[src/rtl/cnn_co_scheduler.sv]
// cnn_co_scheduler: time-multiplexes one shared accumulate datapath across CO
// output channels. Each accepted window is issued CO times (one strobe per
// weight bank), the CO returned sums get a per-channel bias, ReLU and unsigned
// saturation, and the packed pixel is presented on a valid/ready port.
module cnn_co_scheduler #(
  parameter int CO        = 3,
  parameter int CO_IDX_BW = 2,
  parameter int I_F_BW    = 8,
  parameter int KX        = 5,
  parameter int KY        = 5,
  parameter int ACI_BW    = 21,
  parameter int B_BW      = 16,
  parameter int O_F_BW    = 8
) (
  input  logic                          clk,
  input  logic                          reset,
  input  logic                          i_win_valid,
  output logic                          o_win_ready,
  input  logic [KX*KY*I_F_BW-1:0]       i_window,
  output logic                          o_acc_valid,
  output logic [KX*KY*I_F_BW-1:0]       o_acc_window,
  output logic [CO_IDX_BW-1:0]          o_co_sel,
  input  logic                          i_acc_valid,
  input  logic signed [ACI_BW-1:0]      i_acc_data,
  input  logic [CO*B_BW-1:0]            i_bias,
  output logic                          o_ot_valid,
  input  logic                          i_ot_ready,
  output logic [CO*O_F_BW-1:0]          o_ot_fmap,
  output logic                          o_busy,
  output logic                          o_err
);

  localparam int WIN_W = KX * KY * I_F_BW;
  // Counters must be able to hold CO itself: they stop there instead of wrapping.
  localparam int CNT_W = (CO < 2) ? 1 : $clog2(CO + 1);
  // One extra bit so the bias add can never overflow.
  localparam int S_W   = ACI_BW + 1;

  localparam logic [CNT_W-1:0] CNT_LAST = CNT_W'(CO - 1);
  localparam logic [CNT_W-1:0] CNT_FULL = CNT_W'(CO);
  localparam logic signed [S_W-1:0] SAT_MAX = S_W'((1 << O_F_BW) - 1);

  typedef enum logic [1:0] {
    S_IDLE,
    S_ISSUE,
    S_COLLECT,
    S_OUT
  } state_t;

  state_t                 state_q, state_d;
  logic [CNT_W-1:0]       issue_cnt_q, issue_cnt_d;
  logic [CNT_W-1:0]       coll_cnt_q, coll_cnt_d;
  logic [WIN_W-1:0]       win_q, win_d;
  logic [CO*O_F_BW-1:0]   fmap_q, fmap_d;
  logic                   err_q, err_d;

  logic signed [B_BW-1:0] bias_sel;
  logic signed [S_W-1:0]  chan_sum;
  logic [O_F_BW-1:0]      chan_pix;
  logic                   coll_en;
  logic                   coll_last;

  // ReLU followed by clamp to the unsigned output range.
  function automatic logic [O_F_BW-1:0] relu_sat(input logic signed [S_W-1:0] s);
    logic [O_F_BW-1:0] r;
    if (s[S_W-1]) begin
      r = '0;
    end else if (s > SAT_MAX) begin
      r = '1;
    end else begin
      r = s[O_F_BW-1:0];
    end
    return r;
  endfunction

  // Pick the bias of the channel whose result is currently returning.
  always_comb begin
    bias_sel = '0;
    for (int c = 0; c < CO; c++) begin
      if (coll_cnt_q == CNT_W'(c)) begin
        bias_sel = i_bias[c*B_BW +: B_BW];
      end
    end
  end

  assign chan_sum = $signed({i_acc_data[ACI_BW-1], i_acc_data})
                  + $signed({{(S_W-B_BW){bias_sel[B_BW-1]}}, bias_sel});
  assign chan_pix = relu_sat(chan_sum);

  // Results are only accepted while a window is in flight and slots remain.
  assign coll_en   = i_acc_valid
                   && ((state_q == S_ISSUE) || (state_q == S_COLLECT))
                   && (coll_cnt_q != CNT_FULL);
  assign coll_last = coll_en && (coll_cnt_q == CNT_LAST);

  // Next-state, counter, capture and collection logic.
  always_comb begin
    state_d     = state_q;
    issue_cnt_d = issue_cnt_q;
    coll_cnt_d  = coll_cnt_q;
    win_d       = win_q;
    fmap_d      = fmap_q;
    err_d       = err_q;

    case (state_q)
      S_IDLE: begin
        if (i_win_valid) begin
          win_d       = i_window;
          issue_cnt_d = '0;
          coll_cnt_d  = '0;
          state_d     = S_ISSUE;
        end
      end
      S_ISSUE: begin
        issue_cnt_d = issue_cnt_q + 1'b1;
        if (issue_cnt_q == CNT_LAST) begin
          // A result landing alongside the final strobe may finish the pixel.
          if (coll_last || (coll_cnt_q == CNT_FULL)) begin
            state_d = S_OUT;
          end else begin
            state_d = S_COLLECT;
          end
        end
      end
      S_COLLECT: begin
        if (coll_last) begin
          state_d = S_OUT;
        end
      end
      S_OUT: begin
        if (i_ot_ready) begin
          state_d = S_IDLE;
        end
      end
      default: begin
        state_d = S_IDLE;
      end
    endcase

    if (coll_en) begin
      coll_cnt_d = coll_cnt_q + 1'b1;
      for (int c = 0; c < CO; c++) begin
        if (coll_cnt_q == CNT_W'(c)) begin
          fmap_d[c*O_F_BW +: O_F_BW] = chan_pix;
        end
      end
    end

    // Results with no window to belong to are dropped but remembered.
    if (i_acc_valid && ((state_q == S_IDLE) || (state_q == S_OUT))) begin
      err_d = 1'b1;
    end
  end

  // State register.
  always_ff @(posedge clk or posedge reset) begin
    if (reset) begin
      state_q <= S_IDLE;
    end else begin
      state_q <= state_d;
    end
  end

  // Counters, captured window, output pixel and sticky error flag.
  always_ff @(posedge clk or posedge reset) begin
    if (reset) begin
      issue_cnt_q <= '0;
      coll_cnt_q  <= '0;
      win_q       <= '0;
      fmap_q      <= '0;
      err_q       <= 1'b0;
    end else begin
      issue_cnt_q <= issue_cnt_d;
      coll_cnt_q  <= coll_cnt_d;
      win_q       <= win_d;
      fmap_q      <= fmap_d;
      err_q       <= err_d;
    end
  end

  assign o_win_ready  = (state_q == S_IDLE);
  assign o_acc_valid  = (state_q == S_ISSUE);
  assign o_co_sel     = (state_q == S_ISSUE) ? CO_IDX_BW'(issue_cnt_q) : '0;
  assign o_acc_window = win_q;
  assign o_ot_valid   = (state_q == S_OUT);
  assign o_ot_fmap    = fmap_q;
  assign o_busy       = (state_q != S_IDLE);
  assign o_err        = err_q;

endmodule

[config.mk]
export PLATFORM = sky130hd
export DESIGN_NAME = cnn_co_scheduler
export DESIGN_NICKNAME = d
export VERILOG_FILES = /design/src/rtl/cnn_co_scheduler.sv
export SDC_FILE = /design/constraint.sdc
export NUM_CORES = 1
export LEC_CHECK = 0
export CAP_MARGIN = 40
export CORE_AREA = 2 2 195 197
export DETAILED_ROUTE_END_ITERATION = 6
export DIE_AREA = 0 0 197 199
export HOLD_SLACK_MARGIN = 0.08
export SETUP_SLACK_MARGIN = 0.4
export SLEW_MARGIN = 20
export SYNTH_ARGS = -nofsm -noshare
export SYNTH_HDL_FRONTEND = slang
export SYNTH_SLANG_ARGS = --single-unit
[constraint.sdc]
create_clock -name clk -period 8.5 [get_ports clk]
set_input_delay 1.7 -clock clk [delete_from_list [all_inputs] [get_ports clk]]
set_output_delay 1.7 -clock clk [all_outputs]
set_load 0.02 [all_outputs]
==> impl.org, run 1 <==
** Job
- The tool flagged a number of max-cap violations equal to 0.

** Yosys
- Number of synthesis warnings :: 0
- In this run, synthesis inferred 0 flip-flops with an integrated enable.
- Synthesized-area fraction occupied by xor and xnor cells :: 0.673%
- Main area contributors after synthesis :: sky130_fd_sc_hd__dfrtp_1 (56%), sky130_fd_sc_hd__mux2_2 (22%), sky130_fd_sc_hd__ha_1 (3.7%), sky130_fd_sc_hd__o21ai_0 (2.8%), sky130_fd_sc_hd__nand2_1 (1.8%)
- Synthesis produced a netlist with a net count of 1112.
- A synthesized cell averages 12.9 µm².
- Summing the areas of all and, or, nand and nor instances in the mapped netlist gives 4.90% of the synthesized area.
- Counting flops with an async set or reset pin after synthesis yields a share of 100%.
- The most used flip-flop cell after synthesis is sky130_fd_sc_hd__dfrtp_1.
- Measured against the total synthesized area, the mux share comes to 21.9%.
- After Yosys synthesis, full adders, half adders and majority gates account for 3.92% of the synthesized area.
- After synthesis, the largest area contributor takes up a little under three fifths of total cell area.
- The synthesized design contains 231 register bits.
- In this run the cell area of the synthesized design comes to roughly 10000 µm².
- In the synthesized netlist, the number of instances is 806.
- Part of the Yosys area used for sequential elements :: 55.5%
- The largest total area in the synthesized netlist belongs to sky130_fd_sc_hd__dfrtp_1.
- Distinct cells, synth :: 57
- After synthesis, the largest family of logic cells by area is multiplexers.
- Area fraction in compound gates after synthesis :: around a tenth

** Drt
- Initial DRT Pass Iterations :: 5
- Once detail routing completed, the nets flagged for antenna violations numbered 0.
- Detailed routing inserted a total of 8415 vias.
- After the first detailed-routing iteration, the DRC count stood at 335.
- After detailed routing, the number of vias per cell comes to 4.69.
- Dividing the detail-routed wire length by the instance count gives about 21 µm.
- Wires add up to approximately 37000 µm.
- For this run, design rule violations remaining after detail routing come to 0.

** CTS
- Clock tree from TritonCTS :: built
- Clk sinks :: approximately 230
- Clock-pin slew on the worst setup and hold paths :: 60 ps
- In this run the clock root is driven by a sky130_fd_sc_hd__clkbuf_16.
- Buffers inserted during clock tree synthesis total 27.
- Number of hold buffers added after cts :: 0
- Once the clock tree was built, the resizer swapped 0 gates to a different size.
- CTS H-tree depth :: 1
- Largest buffer count on any clock path :: 3
- Clock latency on the worst-skew pair, taken at its later pin, is 530 ps.
- Post-CTS setup buffer count :: 0

** Cells and area
- Area growth syn-to-layout :: 61.6%
- The multi-input combinational cells in the finished layout cover a total of between 4000 and 5000 µm².
- The sequential cells in the finished layout cover a total of 5780 µm².
- At the end of the flow, the number of nets in the layout was ~1600.
- Cells with a size suffix above 1 make up 20.3% of the layout.
- Fraction of the core area covered by cells at the end of the flow :: a little under half
- After filler insertion, the fill cell instance count of the layout stands at 3472.
- Excluding fillers, the count of instances in the completed layout stands at 1793.
- The finished cells cover 16800 µm².

** Hold path
- Launch instance of the worst min-delay path :: o_err
- For hold timing, the worst endpoint is o_err.
- The min-delay analysis places its worst path in the category flop to flop.
- Counting instances, the worst hold path has a depth of 1.

** STA
- Subtracting the final worst setup slack from the clock period gives 5400 ps.
- Min Hold Slack :: approximately 460 ps
- Setup violators final :: 0
- The count of final max-slew check failures is 0.
- RSZ-0062 raised after global routing :: false
- Headroom to the max-slew limit came out at about a quarter.
- Worst slew pin tran :: roughly 1100 ps
- Between clock sinks in the finished design, the worst skew comes to 12.7 ps.
- Adding up every negative setup slack in the final design gives 0 ps.
- Timing-limited maximum frequency :: 0.185 GHz
- The total count of hold-check failures in the final report was 0.
- Share of the cycle needed by the critical path after routing :: 63.5%

** Die
- The die covers 39200 µm².
- Floorplan row count :: 71
- Top-level I/O count :: 505
- Vertical die dimension :: 199 µm
- Starting density of the core :: 28.0%
- In this run the horizontal extent of the chip is 197 µm.
- The core region is 37100 µm².

** Global routing
- Sum of overflow across all layers after global routing :: 0
- The number of antenna violations at the first check in global routing came to 1.
- Overall fraction of global-route tracks in use :: 18.2%
- Entering global routing, the biggest net connects between 150 and 200 pins.
- The first global-routing pass estimated 54300 µm of wire.
- Vias in the first global route :: 8736

** Critical path
- Type of the worst setup path :: input pin to flop
- Maximum net fanout on the critical path :: 15
- In this run the register-to-register setup slack is 3660 ps.
- Worst Setup End Kind :: flop
- Kind of launch point of the worst setup path :: input pin
- Endpoint required time on the critical path :: 8870 ps
- Arrival time at the worst endpoint :: between 5000 and 6000 ps
- In this run the critical register-to-register path is captured at o_ot_fmap[4].
- Beginning of the worst register-to-register path :: coll_cnt_q[1]
- The worst register-to-register path has a depth of 16.

** Placed design
- HPWL reported at the end of detailed placement :: 29000 µm
- PortBufs :: 504
- The congestion estimate from routability-driven global placement came to between 0.8 and 0.9.
- Once placement completed, the tool counted placed cells totaling about 1700.
- Area after detailed placement :: 16000 µm²

** Pwr
- Peak ir drop on the vdd network :: 0.242 mV
- For this design the ratio of total power to cell area is ~420 nW/µm².
- Leak :: 6.89 nW

** Outcome
- Outcome :: finished clean
-- kinds of logic (layout without fill, tap and decap cells) --
| family | count (synthesis) | in the layout |
|---|---|---|
| muxes | 203 | 203 |
| buffers and inverters | 60 | 572 |
| DFF | 231 | 231 |
| AOI/OAI and AO/OA | 167 | 167 |
| xor gates and xnor gates | 8 | 8 |
| other | 0 | 1 |
| and+or+nand+nor | 105 | 105 |
| adders and majority gates | 32 | 32 |
-- registers in the layout (all words and copies together), names as in the netlist --
signal,count
coll_cnt_q,2
issue_cnt_q,2
o_acc_window,200
state_q,2
o_err,1
o_ot_fmap,24
-- worst max-delay path, stage by stage --
cell	delay, ps
sky130_fd_sc_hd__clkdlybuf4s50_1	480
sky130_fd_sc_hd__nand2_1	70
sky130_fd_sc_hd__nor2_1	80
sky130_fd_sc_hd__a21oi_1	50
sky130_fd_sc_hd__o21ai_0	690
sky130_fd_sc_hd__ha_1	460
sky130_fd_sc_hd__a21oi_1	230
sky130_fd_sc_hd__o22ai_1	120
sky130_fd_sc_hd__a2111oi_2	310
sky130_fd_sc_hd__o2111ai_1	190
sky130_fd_sc_hd__a2111oi_2	300
sky130_fd_sc_hd__nand4_1	210
sky130_fd_sc_hd__nor4_4	510
sky130_fd_sc_hd__buf_6	250
sky130_fd_sc_hd__a31oi_1	100
-- routing by layer --
layer  up-vias  share of wire (%)  GRT usage (%)
li1       3909                  -              -
met1      4165                 38           21.2
met2       306                 51           32.5
met3        35                9.3           6.39
met4         0                1.4           3.54
met5         -                  0              0
-- synth_stat cells, drive strengths merged (2+ instances only) --
| library cell | n |
|---|---|
| a2111oi | 2 |
| a211oi | 3 |
| a21o | 7 |
| a21oi | 28 |
| a22oi | 15 |
| a2bb2oi | 2 |
| a31oi | 27 |
| and2 | 7 |
| and3 | 2 |
| buf | 9 |
| clkbuf | 36 |
| dfrtp | 231 |
| ha | 31 |
| inv | 15 |
| mux2 | 201 |
| mux2i | 2 |
| nand2 | 50 |
| nand2b | 4 |
| nand3 | 9 |
| nand4 | 5 |
| nand4b | 3 |
| nor2 | 14 |
| nor3 | 4 |
| o2111ai | 2 |
| o21a | 3 |
| o21ai | 62 |
| o221ai | 3 |
| xnor2 | 6 |
| xor2 | 2 |
-- how the worst max path moves through the flow --
| stage | from | slack [ps] | to |
|---|---|---|---|
| floorplan | reset | 470 | coll_cnt_q[0] |
| global placement | i_bias[15] | 2420 | o_ot_fmap[17] |
| detailed placement | i_bias[15] | 2600 | o_ot_fmap[4] |
| CTS | i_bias[15] | 3150 | o_ot_fmap[4] |
| global route | i_bias[15] | 2830 | o_ot_fmap[5] |
| finish | i_bias[15] | 3100 | o_ot_fmap[4] |
-- through the flow --
stage	setup slack [ps]	total power, W
CTS	3150	0.00720
finish	3100	0.00711
detailed placement	2600	0.00602
floorplan	467	0.00419
global placement	2420	0.00598
global route	2830	0.00753
-- power by group --
part | internal [W] | switching (W) | leakage (nW)
clock network | 0.000676 | 0.000462 | 0.425
registers | 0.00167 | 0.000289 | 2.71
logic | 0.00193 | 0.00209 | 3.76
-- cell type report --
class	count	area share, %
tap	474	3.52
antenna	1	0.0149
inverter	15	0.379
sequential	231	34.3
clock inverter	10	0.669
multi-input combinational	515	26.0
timing repair buffer	512	30.6
clock buffer	35	4.43
-- layout by cell type (no fill, tap or decap), types with 5 or more instances in the layout --
master,n
sky130_fd_sc_hd__a21o_1,7
sky130_fd_sc_hd__a21oi_1,22
sky130_fd_sc_hd__a21oi_2,5
sky130_fd_sc_hd__a22oi_1,15
sky130_fd_sc_hd__a31oi_1,27
sky130_fd_sc_hd__and2_1,6
sky130_fd_sc_hd__clkbuf_16,27
sky130_fd_sc_hd__clkdlybuf4s50_1,504
sky130_fd_sc_hd__clkinv_2,5
sky130_fd_sc_hd__dfrtp_1,231
sky130_fd_sc_hd__ha_1,31
sky130_fd_sc_hd__inv_1,14
sky130_fd_sc_hd__mux2_2,201
sky130_fd_sc_hd__nand2_1,49
sky130_fd_sc_hd__nand3_1,9
sky130_fd_sc_hd__nand4_1,5
sky130_fd_sc_hd__nor2_1,14
sky130_fd_sc_hd__o21ai_0,59
sky130_fd_sc_hd__xnor2_1,6
Note: power is estimated with default switching activity, not from simulation.
==> inputs of run 2 (changes only) <==
clock period = 5.6 ns   (was 8.5 ns; I/O delays follow)
==> impl.org, run 2 (synthesis results as in run 1) <==
** Placed design
- The instance area at placement was 16000 µm² (about the same).
- Number of instances in the placed design :: 1749 (was 1747)
- The total half-perimeter wirelength after legalization and detailed placement was 28400 µm (was 29000 µm).
- The weighted congestion at the end of routability-driven global placement came to 0.878 (was 0.876).
- The total of buffers placed on input and output ports came to 504 (unchanged).

** STA
- Clock tree skew after final layout :: 15.0 ps (was 12.7 ps)
- Setup violators final :: 0 (unchanged)
- Timing would allow up to 0.245 GHz.
- Tmin final :: approximately 4000 ps
- The post-route setup TNS was 0 ps (unchanged).
- The transition time at the pin with the least slew margin came to 1100 ps (was 1120 ps).
- RSZ-0062 raised after global routing :: false (unchanged)
- The total count of hold-check failures in the final report came to 0 (unchanged).
- The count of final max-slew check failures is 0 (unchanged).
- Min Hold Slack :: 461 ps (was 462 ps)
- Share of the cycle needed by the critical path after routing :: 72.8%
- Remaining max-slew budget at the tightest pin :: 26.8% (was 25.4%)

** Drt
- The antenna violation net count after detailed routing was 0 (unchanged).
- The via density per instance is 4.71 (was 4.69).
- The number of design rule violations left after detail routing was 0 (unchanged).
- The wire length per cell is 20.5 µm (was 20.7 µm).
- The via total after detailed routing came to 8454 (was 8415).
- The first-pass detailed-route iteration total came to 4 (was 5).
- DRC marker count from the first detailed-route iteration :: 367 (was 335)
- The total detailed-routing wirelength came to 36700 µm (was 37100 µm).

** Pwr
- Post-route total power :: 0.0108 W (was 0.00711 W)
- The static leakage is 6.90 nW (was 6.89 nW).
- The switching power was 0.00432 W (was 0.00284 W).
- The fraction of power consumed by sequential logic was 27.4% (was 27.5%).
- The internal power is 0.00652 W (was 0.00427 W).
- Power per cell area :: 643 nW/µm² (was 423 nW/µm²)
- The switching power as a share of total power came to 39.9% (was 40.0%).
- Share of power burned in the clock network :: 16.1% (was 16.0%)
- The share of power burned in combinational logic is 56.5% (about the same).
- The maximum resistive drop on vdd was 0.382 mV (was 0.242 mV).

** CTS
- The hold buffer count at cts came to 0 (unchanged).
- The H-tree level count is 1 (unchanged).
- Clock-pin slew on the worst setup and hold paths :: 60 ps (about the same)
- The clock insertion delay at the later pin of the skew report came to 550 ps (was 530 ps).
- Post-CTS setup buffer count :: 0 (unchanged)
- The TritonCTS buffer count came to 27 (unchanged).
- The post-cts resize count came to 0 (unchanged).
- The CTS tree is built (unchanged).
- The buffer levels on the longest clock path came to 3 (unchanged).
- The number of clock sinks seen by CTS was 231 (unchanged).
- Clk root buf :: sky130_fd_sc_hd__clkbuf_16 (unchanged)

** Cells and area
- The count of placed standard cells in the final layout, fillers left out was 1795 (was 1793).
- Most frequent standard cell in the layout excluding fill and tap cells :: sky130_fd_sc_hd__clkdlybuf4s50_1 (unchanged)
- The share of post-route cells with drive strength above 1 came to 20.3% (about the same).
- Flip-flop count of the largest register after layout :: 200 (unchanged)
- The layout net count came to 1611 (was 1608).
- Area growth syn-to-layout :: 61.9% (was 61.6%)
- Leading cell types in the layout, fill and taps excluded :: sky130_fd_sc_hd__clkdlybuf4s50_1 (504), sky130_fd_sc_hd__dfrtp_1 (231), sky130_fd_sc_hd__mux2_2 (201), sky130_fd_sc_hd__o21ai_0 (59), sky130_fd_sc_hd__nand2_1 (49) (unchanged)
- Fin area :: 16900 µm² (was 16800 µm²)

** Die
- The width of the chip was 197 µm (unchanged).
- Core footprint :: 37100 µm² (unchanged)
- The total die area came to 39200 µm² (unchanged).
- The row count came to 71 (unchanged).
- The top-level I/O count is 505 (unchanged).
- The height of the die is 199 µm (unchanged).
- The initial cell density of the core is 28.0% (unchanged).

** Critical path
- The launch point of the worst path is i_bias[15] (unchanged).
- Arrival time at the worst endpoint :: 4470 ps (was 5770 ps)
- The kind of cell adding the most delay to the critical path was compound AO/OA/AOI/OAI gates (unchanged).
- The worst flop-to-flop path startpoint was coll_cnt_q[0] (was coll_cnt_q[1]).
- The largest fanout on the critical path came to 24 (was 15).
- Type of the worst setup path :: input pin to flop (unchanged)
- The element type at the critical path end was a flop (unchanged).
- Kind of launch point of the worst setup path :: input pin (unchanged)
- The delay contributed by the slowest stage of the critical path came to 450 ps (was 690 ps).
- The combined buffer and inverter count along the critical path is 3 (was 2).
- CP max stage cell :: sky130_fd_sc_hd__clkdlybuf4s50_1 (was sky130_fd_sc_hd__o21ai_0)
- Endpoint required time on the critical path :: 5990 ps (was 8870 ps)
- Cell-by-cell listing of the critical path :: clkdlybuf4s50_1 > nand2_1 > nor2_1 > a21oi_1 > o21ai_0 > buf_4 > ha_1 > a21oi_1 > o22ai_1 > a2111oi_2 > o2111ai_1 > a2111oi_2 > nand4_1 > nor4_4 > buf_4 > a31oi_1 (was clkdlybuf4s50_1 > nand2_1 > nor2_1 > a21oi_1 > o21ai_0 > ha_1 > a21oi_1 > o22ai_1 > a2111oi_2 > o2111ai_1 > a2111oi_2 > nand4_1 > nor4_4 > buf_6 > a31oi_1)

** Global routing
- The total track usage is 18.0% (was 18.2%).
- The number of antenna violations at the first check in global routing came to 3 (was 1).
- Maximum number of pins on one net before global-route repair :: 171 (was 168)
- Vias in the first global route :: 8822 (was 8736)
- Wire length of the first global-routing pass :: 53100 µm (was 54300 µm)
- The global route total overflow came to 0 (unchanged).

** Hold path
- The worst min-delay path startpoint was o_err (unchanged).
- The kind of path behind the tightest hold check is flop to flop (unchanged).

** Job
- Number of max-cap violations :: 0 (unchanged)

** Outcome
- Outcome :: finished clean (unchanged)
run 2: cell count changes in the layout (fill, tap and decap cells not counted):
cell	previous run	this run
sky130_fd_sc_hd__buf_8	0	1
sky130_fd_sc_hd__clkbuf_8	4	6
sky130_fd_sc_hd__clkinv_4	0	1
sky130_fd_sc_hd__inv_8	2	0
sky130_fd_sc_hd__clkbuf_1	4	6
sky130_fd_sc_hd__clkinv_2	5	1
sky130_fd_sc_hd__buf_6	1	0
sky130_fd_sc_hd__buf_4	4	7
run 2: power by group through the flow:
stage,clock [W],combinational (W),sequential [W]
3_3_place_gp,0,0.00614,0.00295
4_1_cts,0.00180,0.00619,0.00297
2_1_floorplan,0,0.00237,0.00398
3_5_place_dp,0,0.00617,0.00298
5_1_grt,0.00188,0.00652,0.00308
6_report,0.00174,0.00613,0.00297
run 2: worst paths after layout:
path	to	slack, ps	depth (start not counted)
max	o_ot_fmap[6]	1520	16
min	o_err	460	1
max reg2reg	o_ot_fmap[6]	1530	17
min reg2reg	o_err	460	1
max in group asynchronous	o_acc_window[55]	3580	3
min in group asynchronous	o_acc_window[112]	940	3
run 2: cell type report:
class	instances	area [µm²]
clock buffers	39	781
clock inverters	5	82.6
fillers	3526	20300
diodes	1	2.50
repair buffers	515	5180
multi-input cells	515	4380
flip-flops and latches	231	5780
inverters	15	60.1
well taps	474	593
run 2: per-stage QoR:
stage,worst slack [ps],util [%]
after floorplan,1460,-
after detailed placement,1030,43.0
after CTS,1540,45.3
after global placement,1040,43.0
final,1520,45.4
after global routing,1100,45.4
run 2: metal layers:
metal / routed length (µm) / track usage (%)
met3: 3590 / 7.10
met2: 18700 / 32.2
met5: 27 / 0
met1: 13500 / 19.5
met4: 919 / 5.29
run 2: worst reg2reg max path, delay by kind of cell, from the launching register on:
kind,cells,cell delay [ps]
buffers and inverters,3,550
AND/OR/NAND/NOR,5,970
adder cells (fa/ha/maj),3,900
flip-flops,1,420
AO/OA/AOI/OAI,6,1070
==> edit 1: new RTL, config.mk and constraints of run 1 <==
`CO`: 3 -> 6.
--- a/src/rtl/cnn_co_scheduler.sv
+++ b/src/rtl/cnn_co_scheduler.sv
@@ -3,7 +3,7 @@
 // weight bank), the CO returned sums get a per-channel bias, ReLU and unsigned
 // saturation, and the packed pixel is presented on a valid/ready port.
 module cnn_co_scheduler #(
-  parameter int CO        = 3,
+  parameter int CO        = 6,
   parameter int CO_IDX_BW = 2,
   parameter int I_F_BW    = 8,
   parameter int KX        = 5,
Interface: changed (resized i_bias and o_ot_fmap); port bits go from 505 to 577. The function was not compared with the original's and may differ.
==> edit 1 against run 1 <==
  * Count of clock-buffer cells in the layout rose by 9
  * Sequential cell count grew 26
  * Non-clock buffer count rose by 78
  * Total power rose by 23%
  * Core utilization up 6.6 points
  * Synthesized area grew 15%
  * Cell area increased by 15%
  * Routed wire length grew 29%
  * Worst setup slack got worse by 290 ps
  * Sequential share of layout area down 1.0 points
  * Via count grew 23%
  * First-iteration DRC count increased by 60%
  * Critical endpoint unchanged
  * Largest power group unchanged
==> edit 1: results <==
[power_and_ir_drop]
power.leakage_nw = 7.947
p_sw_mw = 3.763
ir_drop_v = 0.0001812

[min_path]
min_to = "o_acc_window[125]$_DFFE_PP0P_"
min_from = "o_acc_window[125]$_DFFE_PP0P_"

[synthesis]
synth_area_leaders = "dfrtp_1, mux2_2, nor2_1"
synth_seq_area_share = 0.5365
synthDistinctLibCells = 56
synth_nets = 1395

[placed_design]
port_buffers = 576
globalplace.congestion = 0.8927
dp_hpwl_um = 37690
dpl-instance-area_um2 = 18320

[layout]
fin_nets = 1961
drive_gt1_frac = 0.1666
n_fill_cell = 3353

[clock_tree]
numCtsBuffers = 29
insertion_delay_ps = 570

[timing]
slew_headroom = 0.1520
fin_worst_skew_ps = 9.480
holdWs_ps = 501.4

[status]
status = "finished clean"

[drt]
first_pass_iters = 4
drtIter0Drc = 537
avgViaCountPerCell = 4.937

[global_route]
grt_usage = 0.2320
grt_max_degree = 191

[worst_setup_path]
reg2regPathDepth = 20
reg2reg_slack_ps = 2910
arrival_ps = 6090
-- edit 1: cell types whose count changed in the layout (fill, tap and decap cells not counted), sizes merged, moves of 5 or more --
cell and change:
nand2 +12, clkdlybuf4s50 +72, clkbuf +9, nor2 +119, a31oi -25, buf +6
dfrtp +26, a21oi +12, a21o +5, a211oi +62
-- edit 1: worst max path at each step --
stage | from | to | slack (ps) | depth (start not counted)
final | i_bias[15] | o_ot_fmap[4]$_DFFE_PP0P_ | 2810 | 17
after global routing | i_bias[15] | o_ot_fmap[4]$_DFFE_PP0P_ | 2380 | 17
after CTS | i_bias[15] | o_ot_fmap[4]$_DFFE_PP0P_ | 2840 | 17
after detailed placement | i_bias[15] | o_ot_fmap[0]$_DFFE_PP0P_ | 2250 | 17
after global placement | i_bias[15] | o_ot_fmap[17]$_DFFE_PP0P_ | 2220 | 17
after floorplan | reset | coll_cnt_q[0]$_DFFE_PP0P_ | 3410 | 1
-- edit 1: layer usage --
metal / vias up / global-route usage / wire (um)
met5: - / 0 / 91
met4: 14 / 0.06099 / 1210
met3: 81 / 0.07681 / 4414
met2: 434 / 0.4100 / 24060
met1: 5000 / 0.2701 / 18030
li1: 4853 / - / -
-- edit 1: critical path, cell delays in order --
cell and delay (ps):
clkdlybuf4s50_1 490, a22oi_1 70, a211oi_1 310, a21oi_1 70, nand2_1 70, o21ai_0 70
o21ai_0 540, ha_1 470, a21o_1 240, a31oi_1 250, o221ai_1 170, a21oi_1 210
o311ai_0 120, or4_1 470, nor3_4 170, buf_4 460, a211oi_1 160
-- edit 1: logic make-up (layout without fill, tap and decap cells) --
group | count (synthesis) | count (layout) | share of synthesized area
fa+ha+maj | 34 | 34 | 0.03611
simple gates | 234 | 234 | 0.08089
other cells | 0 | 2 | 0
buf+inv | 76 | 664 | 0.02557
flops | 257 | 257 | 0.5365
xor+xnor | 12 | 12 | 0.008768
compound gates | 225 | 225 | 0.1235
mux | 201 | 201 | 0.1887
-- edit 1: area by class of cell --
| class | count | area, um2 | share of cell area |
|---|---|---|---|
| timing repair buffer | 590 | 5954 | 0.3086 |
| clock buffer | 44 | 902.1 | 0.04675 |
| clock inverter | 9 | 65.06 | 0.003372 |
| multi-input combinational | 706 | 5264 | 0.2728 |
| sequential | 257 | 6431 | 0.3333 |
| inverter | 21 | 82.58 | 0.004279 |
| tap | 474 | 593.1 | 0.03073 |
| antenna | 2 | 5.005 | 0.0002594 |
-- edit 1: power groups by stage --
stage                     Clock, mW  Combinational [mW]  Sequential, mW
final                          1.26                5.25            2.21
after CTS                      1.30                5.26            2.21
after detailed placement          0                5.24            2.23
after floorplan                   0                2.21            2.89
after global placement            0                5.20            2.21
after global routing           1.35                5.59            2.28
==> edit 2: new RTL, settings of run 1 <==
Without the edit above. Encoding of `state_t`: now one-hot (4 bits for 4 states).
--- a/src/rtl/cnn_co_scheduler.sv
+++ b/src/rtl/cnn_co_scheduler.sv
@@ -40,11 +40,11 @@
   localparam logic [CNT_W-1:0] CNT_FULL = CNT_W'(CO);
   localparam logic signed [S_W-1:0] SAT_MAX = S_W'((1 << O_F_BW) - 1);
 
-  typedef enum logic [1:0] {
-    S_IDLE,
-    S_ISSUE,
-    S_COLLECT,
-    S_OUT
+  typedef enum logic [3:0] {
+    S_IDLE    = 4'b0001,
+    S_ISSUE   = 4'b0010,
+    S_COLLECT = 4'b0100,
+    S_OUT     = 4'b1000
   } state_t;
 
   state_t                 state_q, state_d;
Formal check against the unedited RTL: same outputs for any inputs over 4 cycles, from zero or initial values and one cycle with reset high; so few cycles prove little.
==> edit 2 against run 1 <==
  * Worst setup slack improved by 220 ps
  * Sequential cell count rose by 2
  * Cell area rose by 2.2%
  * Synthesized area rose by 3.3%
  * Routed wire length fell by 1.6%
  * Total power rose by 2.5%
  * Sequential share of layout area fell by 0.43 points
  * Largest cell class unchanged
  * Highest routed layer is now met5
==> edit 2: results <==
[global_route]
grt_util_met3 = 0.04663
grt_pass1_wl_um = 53950
use_met1 = 0.2270
grt_max_degree = 133
use_met2 = 0.3014
grt_pass1_vias = 8855

[synthesis]
synth_seq_area_share = 0.5420
synthDistinctLibCells = 64
synth_area_leaders = "dfrtp_1, mux2_2, ha_1"

[worst_setup_path]
worstPathMaxFanout = 20
arrival_ps = 5590
reg2regPathDepth = 15

[layout]
fin_nets = 1624
drive_gt1_frac = 0.2040
num_antenna_cells = 0

[timing]
fin_worst_skew_ps = 26.15
slew_headroom = 0.4596

[clock_tree]
numCtsBuffers = 28

[drt]
vias = 8572
drtIter0Drc = 406
routedWlPerCell_um = 20.09
avgViaCountPerCell = 4.718
first_pass_iters = 4

[power_and_ir_drop]
ir_drop_v = 0.0001943
power.leakage_nw = 6.970

[placed_design]
post-place-ws_ps = 2983
dpl-instance-area_um2 = 16260
dp_hpwl_um = 27780
globalplace.congestion = 0.9314
dp.cells = 1764

[status]
status = "finished clean"
-- edit 2: cell families after synthesis --
group	count (synthesis)	share of synthesized area
simple gates	100	0.04477
xor+xnor	11	0.008953
buf+inv	67	0.03407
mux	228	0.2355
compound gates	161	0.1015
fa+ha+maj	28	0.03326
flops	233	0.5420
-- edit 2: worst paths after layout --
kind | from | end | slack [ps]
max in group asynchronous | reset | o_acc_window[103]$_DFFE_PP0P_ | 5440
min reg2reg | o_err$_DFFE_PP0P_ | o_err$_DFFE_PP0P_ | 470
max reg2reg | coll_cnt_q[1]$_DFFE_PP0P_ | o_ot_fmap[15]$_DFFE_PP0P_ | 3320
min in group asynchronous | reset | o_acc_window[161]$_DFFE_PP0P_ | 1520
max | coll_cnt_q[1]$_DFFE_PP0P_ | o_ot_fmap[15]$_DFFE_PP0P_ | 3320
min | o_err$_DFFE_PP0P_ | o_err$_DFFE_PP0P_ | 470
-- edit 2: power groups by stage --
stage	Clock, mW	Combinational (mW)	Sequential, mW
after global routing	1.25	4.44	2.03
after detailed placement	0	4.17	1.97
after CTS	1.20	4.19	1.96
after floorplan	0	1.74	2.61
after global placement	0	4.14	1.95
final	1.16	4.18	1.96
-- edit 2: critical path, cell delays in order (launching register included) --
cell and delay [ps]:
dfrtp_1 390, inv_1 70, ha_1 460, nor2b_1 660, buf_4 270, a22oi_1 70
o21ai_0 440, ha_1 340, a211oi_2 280, nor2_1 90, a41o_1 310, a2111oi_2 540
o2111ai_2 420, buf_6 290, a211oi_1 270, a31oi_1 110
-- edit 2: area by class of cell --
cell class	instances	area [um2]
timing repair buffer	519	5253
inverter	12	52.55
clock inverter	7	47.55
tap	474	593.1
sequential	233	5832
fill	3441	19930
clock buffer	44	852.1
multi-input combinational	528	4569
-- edit 2: per-layer routing --
| metal | vias to the layer above | wire length (um) | part of all wire |
|---|---|---|---|
| met5 | - | 13 | 0.00036 |
| met4 | 2 | 850 | 0.023 |
| met3 | 46 | 2451 | 0.067 |
| met2 | 285 | 18120 | 0.50 |
| met1 | 4232 | 15080 | 0.41 |
| li1 | 4007 | - | - |
-- edit 2: per-stage QoR --
step                      utilization  total power [mW]
after CTS                      0.4620             7.351
after detailed placement       0.4378             6.139
after floorplan                     -             4.349
after global routing           0.4632             7.719
after global placement         0.4349             6.087
final                          0.4632             7.295
